$ cat src/rtl/spi_word_rx.sv
// SPI mode-0 (MSB first) word receiver/transmitter bridging an external SPI master to the core.
// Define SPI_WORD_RX_ABORT_FLAG_EN to add the sticky 'abort' output (CS rose mid-word).
module spi_word_rx #(
   parameter int WORD_BITS   = 32,
   parameter int SYNC_STAGES = 2
) (
   input  logic                 clk,
   input  logic                 rst_n,
   input  logic                 SPI_clock,
   input  logic                 SPI_not_chip_select,
   input  logic                 SPI_in,
   output logic                 SPI_out,
   output logic [WORD_BITS-1:0] rx_data,
   output logic                 rx_valid,
   input  logic                 rx_ready,
   input  logic [WORD_BITS-1:0] tx_data,
   input  logic                 tx_valid,
   output logic                 tx_ready,
`ifdef SPI_WORD_RX_ABORT_FLAG_EN
   output logic                 abort,
`endif
   output logic                 overrun
);

   localparam int CNT_W = $clog2(WORD_BITS);
   localparam int TXC_W = CNT_W + 1;
   localparam logic [CNT_W-1:0] LAST_BIT = CNT_W'(WORD_BITS - 1);
   localparam logic [TXC_W-1:0] TX_DONE  = TXC_W'(WORD_BITS);

   typedef enum logic [1:0] {
      TX_IDLE   = 2'd0,
      TX_LOADED = 2'd1,
      TX_SHIFT  = 2'd2
   } tx_state_t;

   logic [SYNC_STAGES-1:0] sclk_sync_r;
   logic [SYNC_STAGES-1:0] cs_sync_r;
   logic [SYNC_STAGES-1:0] mosi_sync_r;
   logic                   sclk_prev_r;
   logic                   cs_prev_r;

   logic                   sclk_s;
   logic                   cs_s;
   logic                   mosi_s;
   logic                   sclk_rise_s;
   logic                   sclk_fall_s;
   logic                   cs_fall_s;
   logic                   cs_rise_s;
   logic                   word_done_s;
   logic                   rx_take_s;
   logic [WORD_BITS-1:0]   rx_word_s;

   logic [CNT_W-1:0]       bit_cnt_r;
   logic [WORD_BITS-1:0]   rx_shift_r;

   tx_state_t              tx_state_r;
   logic [WORD_BITS-1:0]   tx_word_r;
   logic [TXC_W-1:0]       tx_cnt_r;

   // Input synchronizers, reset to the idle bus levels, plus previous-value flops for edge detection.
   always_ff @(posedge clk or negedge rst_n) begin
      if (!rst_n) begin
         sclk_sync_r <= '0;
         cs_sync_r   <= '1;
         mosi_sync_r <= '0;
         sclk_prev_r <= 1'b0;
         cs_prev_r   <= 1'b1;
      end else begin
         sclk_sync_r <= {sclk_sync_r[SYNC_STAGES-2:0], SPI_clock};
         cs_sync_r   <= {cs_sync_r[SYNC_STAGES-2:0], SPI_not_chip_select};
         mosi_sync_r <= {mosi_sync_r[SYNC_STAGES-2:0], SPI_in};
         sclk_prev_r <= sclk_sync_r[SYNC_STAGES-1];
         cs_prev_r   <= cs_sync_r[SYNC_STAGES-1];
      end
   end

   // Edge detection; SCLK edges only count while the synchronized CS is low.
   always_comb begin
      sclk_s      = sclk_sync_r[SYNC_STAGES-1];
      cs_s        = cs_sync_r[SYNC_STAGES-1];
      mosi_s      = mosi_sync_r[SYNC_STAGES-1];
      sclk_rise_s = !cs_s && sclk_s && !sclk_prev_r;
      sclk_fall_s = !cs_s && !sclk_s && sclk_prev_r;
      cs_fall_s   = cs_prev_r && !cs_s;
      cs_rise_s   = !cs_prev_r && cs_s;
      word_done_s = sclk_rise_s && (bit_cnt_r == LAST_BIT);
      rx_word_s   = {rx_shift_r[WORD_BITS-2:0], mosi_s};
      rx_take_s   = !rx_valid || rx_ready;
   end

   // Bit counter and MOSI shift register; any CS edge abandons a partial word.
   always_ff @(posedge clk or negedge rst_n) begin
      if (!rst_n) begin
         bit_cnt_r  <= '0;
         rx_shift_r <= '0;
      end else if (cs_fall_s || cs_rise_s) begin
         bit_cnt_r  <= '0;
      end else if (sclk_rise_s) begin
         bit_cnt_r  <= word_done_s ? CNT_W'(0) : bit_cnt_r + CNT_W'(1);
         rx_shift_r <= rx_word_s;
      end
   end

   // Received-word holding register; a completed word finding it full is dropped.
   always_ff @(posedge clk or negedge rst_n) begin
      if (!rst_n) begin
         rx_data  <= '0;
         rx_valid <= 1'b0;
         overrun  <= 1'b0;
      end else if (word_done_s && rx_take_s) begin
         rx_data  <= rx_word_s;
         rx_valid <= 1'b1;
      end else if (word_done_s) begin
         overrun  <= 1'b1;
      end else if (rx_valid && rx_ready) begin
         rx_valid <= 1'b0;
      end
   end

   // TX FSM. A CS-fall start presents the MSB at once; a wrap start presents it on the next SCLK fall.
   always_ff @(posedge clk or negedge rst_n) begin
      if (!rst_n) begin
         tx_state_r <= TX_IDLE;
         tx_ready   <= 1'b1;
         tx_word_r  <= '0;
         tx_cnt_r   <= '0;
         SPI_out    <= 1'b0;
      end else begin
         case (tx_state_r)
            TX_IDLE: begin
               if (tx_valid && tx_ready) begin
                  tx_word_r  <= tx_data;
                  tx_ready   <= 1'b0;
                  tx_state_r <= TX_LOADED;
               end
            end
            TX_LOADED: begin
               if (cs_fall_s) begin
                  SPI_out    <= tx_word_r[WORD_BITS-1];
                  tx_word_r  <= {tx_word_r[WORD_BITS-2:0], 1'b0};
                  tx_cnt_r   <= TXC_W'(1);
                  tx_state_r <= TX_SHIFT;
               end else if (word_done_s) begin
                  tx_cnt_r   <= '0;
                  tx_state_r <= TX_SHIFT;
               end
            end
            TX_SHIFT: begin
               if (cs_rise_s || (sclk_fall_s && tx_cnt_r == TX_DONE)) begin
                  SPI_out    <= 1'b0;
                  tx_ready   <= 1'b1;
                  tx_state_r <= TX_IDLE;
               end else if (sclk_fall_s) begin
                  SPI_out    <= tx_word_r[WORD_BITS-1];
                  tx_word_r  <= {tx_word_r[WORD_BITS-2:0], 1'b0};
                  tx_cnt_r   <= tx_cnt_r + TXC_W'(1);
               end
            end
            default: begin
               SPI_out    <= 1'b0;
               tx_ready   <= 1'b1;
               tx_state_r <= TX_IDLE;
            end
         endcase
      end
   end

`ifdef SPI_WORD_RX_ABORT_FLAG_EN
   // Sticky flag: CS released while a word was partially received.
   always_ff @(posedge clk or negedge rst_n) begin
      if (!rst_n) begin
         abort <= 1'b0;
      end else if (cs_rise_s && (bit_cnt_r != '0)) begin
         abort <= 1'b1;
      end
   end
`endif

endmodule

$ cat config.mk
export PLATFORM = sky130hd
export DESIGN_NAME = spi_word_rx
export DESIGN_NICKNAME = d
export VERILOG_FILES = /design/src/rtl/spi_word_rx.sv
export SDC_FILE = /design/constraint.sdc
export NUM_CORES = 1
export LEC_CHECK = 0
export CORE_MARGIN = 3
export CORE_UTILIZATION = 54
export CTS_CLUSTER_SIZE = 16
export DETAILED_ROUTE_END_ITERATION = 10
export PLACE_DENSITY = 0.79
export SLEW_MARGIN = 5
export SYNTH_ARGS = -nofsm -noshare
export SYNTH_HDL_FRONTEND = slang
export SYNTH_SLANG_ARGS = --single-unit
$ cat constraint.sdc
create_clock -name clk -period 2.6 [get_ports clk]
set_clock_uncertainty 0.05 [all_clocks]
set_input_delay 0.39 -clock clk [delete_from_list [all_inputs] [get_ports clk]]
set_output_delay 0.39 -clock clk [all_outputs]
set_load 0.03 [all_outputs]
==> impl_metrics.yaml, run 1 <==
status:
  status: "completed"
logic_synthesis:
  synth-main-ff-cell: "dfrtp_1"
  synth.cell_area_um2: 5330
  synth_most_common_cell: "dfrtp_1"
  yosysTopAreaCellShare: 0.545
  syn_nets: 404
  synth_top_area_cell: "dfrtp_1"
  synth.top_cells.by_count: "116 x dfrtp_1, 67 x mux2_1, 32 x mux2_2"
  avgSynthCellArea_um2: 15.0
  synth_area_leaders: "dfrtp_1 54%, mux2_1 14%, mux2_4 8.5%"
  async_flop_share: 1.00
  synth_seq_cells: 120
  ys_types: 41
  yosysWarnings: 0
  synth_edf_count: 0
  synth_seq_area_share: 0.565
  synthCells: 354
critical_path:
  worstSetupPathType: "flop to flop"
  r2r-end: "tx_word_r[17]"
  critPathMaxFanout: 19
  r2r_cells: 7
  arrival_ns: 2.64
  timing.rr.start: "tx_state_r[0]"
  startpoint: "tx_state_r[0]"
  worst_setup_path_start_kind: "flop"
  slowest_stage: "dfrtp_1"
  worstPathRequired_ns: 2.94
  crit_path_end_kind: "flop"
  crit_end: "tx_word_r[17]"
  crit_chain: "inv_1, ha_1, nand2b_1, a211oi_4, o21a_4, buf_12, mux2_1"
  critPathMaxStageDelay_ns: 0.42
  r2r_slack_ns: 0.31
cells_and_area:
  diodes: 0
  fillers: 622
  syn_to_final_growth_pct: 28.8
  layout-drive-gt1-share: 0.248
  utilization: 0.729
  final_area_um2: 6860
  nNetsFinal: 493
timing:
  tns_ns: 0
  rsz0062_at_grt: "no"
  hold_violations: 0
  slew-limit-headroom: 0.536
  maxSlewViolCount: 0
  post-route-period-util: 0.882
  worst_slew_pin_slew_ns: 0.696
  min_period_ns: 2.29
  fmax_mhz: 436
  setup_viol: 0
floorplanning:
  io_pins: 75
  initial_core_util: 0.566
  fp.coreArea_um2: 9420
  dieArea_um2: 11100
  die_w_um: 105
  rows: 35
  die_h_um: 105
cts:
  clk_pin_slew_ns: 0.06
  htree_levels: 4
  clockRootBuffer: "clkbuf_8"
  hold_buffers: 1
  cts_tree: "built"
  cts_buffers: 17
  cts-resized-gates: 0
  clk_latency_ns: 0.51
  cts.path.max_buffers: 2
  cts.sinks: 120
  cts_setup_buffers: 0
min_path:
  holdCritPathClass: "input port to flop"
  hold_start: "SPI_not_chip_select"
power:
  cellPowerDensity_nw_per_um2: 1050
  p_leak_uw: 0.00328
  ir_drop_mv: 0.754
placed_design:
  gp_congestion: 0.721
  placed_area_um2: 6270
  port_buffers: 74
  place_hpwl_um: 6170
grt:
  grt_pass1_vias: 3288
  antenna_found_initial: 0
  grt_usage: 0.185
  grt_pass1_wl_um: 16300
  grt_remaining_overflow: 0
  grt_max_degree: 54
route:
  vias: 3125
  drt-total-wl_um: 9640
  drc: 0
  drt-pass1-iter-count: 7
  antenna_left: 0
  drtIter0Drc: 103
  avgViaCountPerCell: 5.34
  wl_per_cell_um: 16.5
flow_run:
  cap_viol_max_count: 0
[how the worst min path moves through the flow]
| stage | slack (ns) | cells after the start | end |
|---|---|---|---|
| after floorplan | 0.04 | 0 | SPI_out |
| after global placement | 0.28 | 0 | sclk_sync_r[1] |
| after detailed placement | 0.28 | 0 | mosi_sync_r[1] |
| after CTS | 0.22 | 1 | cs_sync_r[0] |
| after global routing | 0.23 | 1 | cs_sync_r[0] |
| final | 0.24 | 1 | cs_sync_r[0] |
[worst max-delay path, delay by kind of cell, from the launching register on]
family | cells | cell delay (ns)
AO/OA/AOI/OAI | 2 | 0.50
adder cells (fa/ha/maj) | 1 | 0.37
AND/OR/NAND/NOR | 1 | 0.19
multiplexers | 1 | 0.33
buffers and inverters | 2 | 0.32
flip-flops | 1 | 0.42
[power by group]
group	internal, µW	switching [µW]
clock	1390	891
sequential	2240	220
combinational	1520	972
total	5150	2080
[per-stage QoR]
step           power [µW]  hold WS, ns  std cells  setup WS (ns)
3_3_place_gp         4840        0.284        552          0.432
3_5_place_dp         4940        0.285        552          0.356
2_1_floorplan        4510       0.0444        354          0.462
5_1_grt              7580        0.233        585          0.177
6_report             7230        0.243        585          0.307
4_1_cts              7290        0.224        585          0.304
[cell usage in the layout, fill, tap and decap left out, types with 3 or more instances in the layout]
cell / instances
clkbuf_16: 16
buf_12: 5
nand2b_1: 4
a22o_1: 3
clkdlybuf4s50_1: 73
buf_4: 7
inv_1: 11
mux2_1: 67
dfrtp_1: 116
o211ai_1: 4
clkinv_4: 3
ha_1: 11
mux2_4: 30
mux2_2: 32
nor2b_1: 6
inv_6: 4
dfstp_2: 4
nor2_1: 6
nand2_1: 7
nand3_1: 5
o21ai_1: 4
[logic make-up (layout without fill, tap and decap cells)]
logic type / Yosys count / after routing / synth area share
fa+ha+maj: 11 / 11 / 0.0258
mux: 131 / 131 / 0.298
flops: 120 / 120 / 0.565
compound gates: 25 / 25 / 0.0385
buf+inv: 27 / 129 / 0.0298
simple gates: 39 / 39 / 0.0418
xor+xnor: 1 / 1 / 0.00164
[routing by layer]
metal,global-route usage,wire length [µm],vias up
met3,0.0508,407,6
li1,-,-,1450
met1,0.248,4430,1593
met2,0.292,4720,76
met4,0.0656,80,0
met5,0,0,-
[sequential cells by signal (all words and copies together), names as in the netlist]
name / flops
rx_valid: 1
bit_cnt_r: 5
cs_sync_r: 2
sclk_prev_r: 1
tx_word_r: 32
rx_data: 32
sclk_sync_r: 2
tx_cnt_r: 6
cs_prev_r: 1
overrun: 1
SPI_out: 1
tx_state_r: 2
tx_ready: 1
mosi_sync_r: 2
rx_shift_r: 31
[final cells by class]
cell class / count / area [µm²] / share of cell area
multi-input cells: 207 / 2170 / 0.317
clock buffers: 18 / 418 / 0.0609
repair buffers: 86 / 893 / 0.130
clock inverters: 14 / 164 / 0.0239
inverters: 11 / 41.3 / 0.00602
well taps: 129 / 161 / 0.0235
flip-flops and latches: 120 / 3010 / 0.438
Note: power is estimated with default switching activity, not from simulation.
==> run 2, diff against run 1 <==
--- a/config.mk
+++ b/config.mk
@@ -5,6 +5,7 @@
 export SDC_FILE = /design/constraint.sdc
 export NUM_CORES = 1
 export LEC_CHECK = 0
+export CORE_ASPECT_RATIO = 1.25
 export CORE_MARGIN = 3
 export CORE_UTILIZATION = 54
 export CTS_CLUSTER_SIZE = 16
==> run 2 against run 1 <==
Final cell count shrank 1.4%. Clock power grew 7%. Cell area up 0.53%. Worst setup slack worse by 0.032 ns. Via count fell by 0.38%. Combinational power hardly changed. Critical endpoint unchanged. Largest cell class unchanged. Maximum frequency fell by 1.4%. Highest routed layer unchanged.
==> impl_metrics.yaml, run 2 (synthesis gave the netlist of run 1 again) <==
cells_and_area:
  diodes: 0
  seqCellArea_um2: 3010
  layout-drive-gt1-share: 0.242
  syn_to_final_growth_pct: 29.5
  final_area_um2: 6900
  fillers: 617
  nNetsFinal: 491
  most-common-layout-cells: "116 x dfrtp_1, 73 x clkdlybuf4s50_1, 67 x mux2_1"
  top_regs: "rx_data x32, tx_word_r x32, rx_shift_r x31"
  multi_input_area_um2: 2170
  final_common_cell: "dfrtp_1"
power:
  p_sw_uw: 1950
  ir_drop_mv: 0.735
  p_leak_uw: 0.00331
  p_seq_frac: 0.331
  cellPowerDensity_nw_per_um2: 1070
  clkPwrFrac: 0.329
  p_total_uw: 7390
  p_int_uw: 5440
  netSwitchingFraction: 0.264
  comb_power_share: 0.340
critical_path:
  arrival_ns: 2.56
  path_buf_inv: 2
  crit_chain: "inv_1, ha_1, nand2b_1, a211oi_4, o21a_4, buf_12, mux2_1"
  critPathMaxStageDelay_ns: 0.41
  slowest_stage: "dfrtp_1"
  worst_setup_path_start_kind: "flop"
  critical-path-top-delay-family: "compound AO/OA/AOI/OAI gates"
  worstPathRequired_ns: 2.83
  worstSetupPathType: "flop to flop"
  critPathMaxFanout: 10
  crit_path_end_kind: "flop"
floorplanning:
  dieArea_um2: 11100
  die_h_um: 117
  initial_core_util: 0.569
  rows: 39
  fp.coreArea_um2: 9370
  die_w_um: 94.8
  io_pins: 75
placed_design:
  place_ws_ns: 0.342
  placed_area_um2: 6260
  gp_congestion: 0.879
  port_buffers: 74
  place_hpwl_um: 6330
route:
  wl_met2_um: 4780
  vias: 3113
  routed.top_layer: "met4"
  wl_met3_um: 507
  antenna_left: 0
  drc: 0
  avgViaCountPerCell: 5.40
  wl_met1_um: 4100
  drt-pass1-iter-count: 4
  drt-total-wl_um: 9560
  wl_per_cell_um: 16.6
  drtIter0Drc: 161
flow_run:
  cap_viol_max_count: 0
cts:
  cts_buffers: 17
  cts-resized-gates: 0
  clk_pin_slew_ns: 0.05
  clk_latency_ns: 0.41
  cts.path.max_buffers: 2
  htree_levels: 4
  cts.sinks: 120
  clockRootBuffer: "clkbuf_16"
  cts_tree: "built"
timing:
  maxSlewViolCount: 0
  worst_slew_pin_slew_ns: 0.447
  hold_violations: 0
  fmax_mhz: 430
  slew-limit-headroom: 0.702
  setup_viol: 0
  post-route-period-util: 0.895
  fin_ws_ns: 0.274
  rsz0062_at_grt: "no"
  min_period_ns: 2.33
  tns_ns: 0
grt:
  grt_pass1_wl_um: 16000
  grt_pass1_vias: 3334
  grt_max_degree: 59
  antenna_found_initial: 0
  grt_usage: 0.192
  grt_remaining_overflow: 0
status:
  status: "completed"
min_path:
  holdCritPathClass: "flop to flop"
## run 2: cell count changes in the layout (fill, tap and decap cells not counted), sizes merged
cell,previous run,this run
clkinvlp,2,1
buf,12,10
bufinv,2,3
clkbuf,18,25
clkinv,4,3
inv,17,11
## run 2: final timing paths
check                                   start             end  slack [ns]  depth (start not counted)
worst min-delay path             cs_sync_r[0]    cs_sync_r[1]        0.30                          0
worst max register to register  tx_state_r[0]   tx_word_r[17]        0.27                          7
max in group asynchronous               rst_n    cs_sync_r[1]        1.29                          3
worst min register to register   cs_sync_r[0]    cs_sync_r[1]        0.30                          0
min in group asynchronous               rst_n  rx_shift_r[13]        0.43                          2
worst max-delay path            tx_state_r[0]   tx_word_r[17]        0.27                          7
## run 2: layout make-up
type	instances	area share
sequential	120	0.436
multi-input combinational	207	0.315
timing repair buffer	84	0.129
clock buffer	25	0.0747
tap	123	0.0223
clock inverter	7	0.0163
inverter	11	0.00599
## run 2: power by group through the flow
stage               sequential [µW]  combinational (µW)  clock (µW)
floorplan                      2420                2090           0
global placement               2450                2420           0
detailed placement             2460                2530           0
CTS                            2450                2540        2470
global route                   2490                2690        2570
finish                         2450                2510        2430
## run 2: repair_timing
| item | CTS | global route |
|---|---|---|
| setup endpoints to repair | 0 | 0 |
| endpoints found under the hold margin | 32 | 0 |
| setup buffers | 0 | 0 |
| hold buffers | 1 | 0 |
## run 2: metal layers
metal / global-route usage / up-vias
met1: 0.235 / 1549
met3: 0.0639 / 16
li1: - / 1437
met2: 0.314 / 111
met5: 0 / -
met4: 0.0818 / 0
## run 2: metrics by stage
step	utilization	hold WS, ns	cells
4_1_cts	0.736	0.303	577
2_1_floorplan	-	0.0444	354
5_1_grt	0.736	0.311	577
3_5_place_dp	0.668	0.288	544
6_report	0.736	0.303	577
3_3_place_gp	0.668	0.283	544
==> run 3, diff against run 2 <==
--- a/config.mk
+++ b/config.mk
@@ -11,6 +11,7 @@
 export CTS_CLUSTER_SIZE = 16
 export DETAILED_ROUTE_END_ITERATION = 10
 export PLACE_DENSITY = 0.79
+export REMOVE_ABC_BUFFERS = 1
 export SLEW_MARGIN = 5
 export SYNTH_ARGS = -nofsm -noshare
 export SYNTH_HDL_FRONTEND = slang
==> run 3 against run 2 <==
Worst setup slack better by 0.028 ns. Global-route usage about the same. Maximum frequency is 1.2% higher. Non-clock buffer count grew 1. Die area did not move. Sequential power about the same. First-iteration DRC count is 17% lower. Critical path type unchanged. Critical endpoint is now tx_word_r[22]. Highest routed layer unchanged.
==> impl_metrics.yaml, run 3 (synthesis gave the netlist of run 1 again) <==
floorplanning:
  io_pins: 75
  die_h_um: 117
  fp.coreArea_um2: 9370
  die_w_um: 94.8
  dieArea_um2: 11100
  initial_core_util: 0.569
  rows: 39
critical_path:
  crit_path_end_kind: "flop"
  r2r_slack_ns: 0.30
  worstPathRequired_ns: 2.84
  timing.rr.start: "tx_state_r[0]"
  r2r_cells: 7
  critPathMaxFanout: 13
  worst_setup_path_start_kind: "flop"
  r2r-end: "tx_word_r[22]"
  worstSetupPathType: "flop to flop"
  arrival_ns: 2.54
cells_and_area:
  layout-drive-gt1-share: 0.248
  final_common_cell: "dfrtp_1"
  layout.cells.non_filler: 578
  utilization: 0.735
  top_regs: "rx_data x32, tx_word_r x32, rx_shift_r x31"
  multi_input_area_um2: 2170
  most-common-layout-cells: "116 x dfrtp_1, 73 x clkdlybuf4s50_1, 67 x mux2_1"
  seqCellArea_um2: 3010
  diodes: 0
  fillers: 602
  nNetsFinal: 492
  syn_to_final_growth_pct: 29.2
grt:
  grt_pass1_vias: 3404
  grt_remaining_overflow: 0
  antenna_found_initial: 0
  grt_max_degree: 57
  grt_pass1_wl_um: 16300
  grt_usage: 0.192
placed_design:
  port_buffers: 74
  gp_congestion: 0.763
  dp_cells: 545
  place_ws_ns: 0.325
  place_hpwl_um: 6250
route:
  avgViaCountPerCell: 5.30
  drt-pass1-iter-count: 4
  drt-total-wl_um: 9400
  antenna_left: 0
  wl_per_cell_um: 16.3
  vias: 3063
  drtIter0Drc: 134
  drc: 0
min_path:
  hold_start: "sclk_sync_r[0]"
  hold_path_end: "sclk_sync_r[1]"
  holdCritPathClass: "flop to flop"
  min_path_cells: 0
cts:
  clockRootBuffer: "clkbuf_16"
  cts.path.max_buffers: 2
  cts_buffers: 17
  clk_pin_slew_ns: 0.05
  htree_levels: 4
  cts-resized-gates: 0
  cts_setup_buffers: 0
  cts_tree: "built"
  clk_latency_ns: 0.41
  cts.sinks: 120
timing:
  maxSlewViolCount: 0
  slew-limit-headroom: 0.630
  fmax_mhz: 435
  fin_hold_ws_ns: 0.299
  post-route-period-util: 0.884
  rsz0062_at_grt: "no"
  fin_ws_ns: 0.302
  min_period_ns: 2.30
  hold_violations: 0
  setup_viol: 0
  worst_slew_pin_slew_ns: 0.555
flow_run:
  cap_viol_max_count: 0
status:
  status: "completed"
power:
  cellPowerDensity_nw_per_um2: 1070
  p_total_uw: 7370
  p_leak_uw: 0.00330
  ir_drop_mv: 0.759
[run 3: changes by cell type in the layout (fill, tap and decap cells not counted)]
cell,change
buf_4,+4
clkbuf_1,-2
bufinv_16,+1
clkbuf_8,-4
inv_6,+2
buf_12,-3
clkinv_2,-2
clkinv_4,+4
clkinvlp_4,+1
[run 3: area by class of cell]
class	count	area share
inverter	11	0.00600
multi-input combinational	207	0.316
sequential	120	0.437
clock buffer	19	0.0658
timing repair buffer	85	0.125
tap	123	0.0224
clock inverter	13	0.0280
[run 3: what timing repair did]
action                                  CTS  global route
hold buffers                              1             0
endpoints found under the setup margin    0             0
endpoints found under the hold margin    37             0
[run 3: worst max path at each step]
stage	cells after the start	to	from
floorplan	6	bit_cnt_r[2]	cs_sync_r[1]
global placement	7	tx_word_r[21]	tx_state_r[0]
detailed placement	7	tx_word_r[26]	tx_state_r[0]
CTS	7	tx_word_r[26]	tx_state_r[0]
global route	7	tx_word_r[21]	tx_state_r[0]
finish	7	tx_word_r[22]	tx_state_r[0]
[run 3: worst max-delay path, cell delays in order, from the launching register on]
cell,delay (ns)
dfrtp_1,0.41
inv_1,0.11
ha_1,0.37
nand2b_1,0.20
a211oi_4,0.28
o21a_4,0.19
buf_4,0.25
mux2_4,0.33
[run 3: routing by layer]
| layer | share of wire | global-route usage | vias to the layer above | wire (µm) |
|---|---|---|---|---|
| li1 | - | - | 1439 | - |
| met1 | 0.43 | 0.240 | 1533 | 4060 |
| met2 | 0.50 | 0.310 | 73 | 4720 |
| met3 | 0.046 | 0.0614 | 18 | 429 |
| met4 | 0.020 | 0.0808 | 0 | 186 |
| met5 | 0 | 0 | - | 0 |
[run 3: per-stage QoR]
| step | TNS [ns] | cell area [µm²] |
|---|---|---|
| after detailed placement | 0 | 6230 |
| after CTS | 0 | 6880 |
| after global routing | 0 | 6880 |
| after floorplan | -78.18 | 5210 |
| final | 0 | 6880 |
| after global placement | 0 | 6230 |
[run 3: report_power, final]
part / internal [µW] / total [µW] / switching, µW
logic: 1490 / 2410 / 920
registers: 2240 / 2450 / 210
clock network: 1660 / 2520 / 855
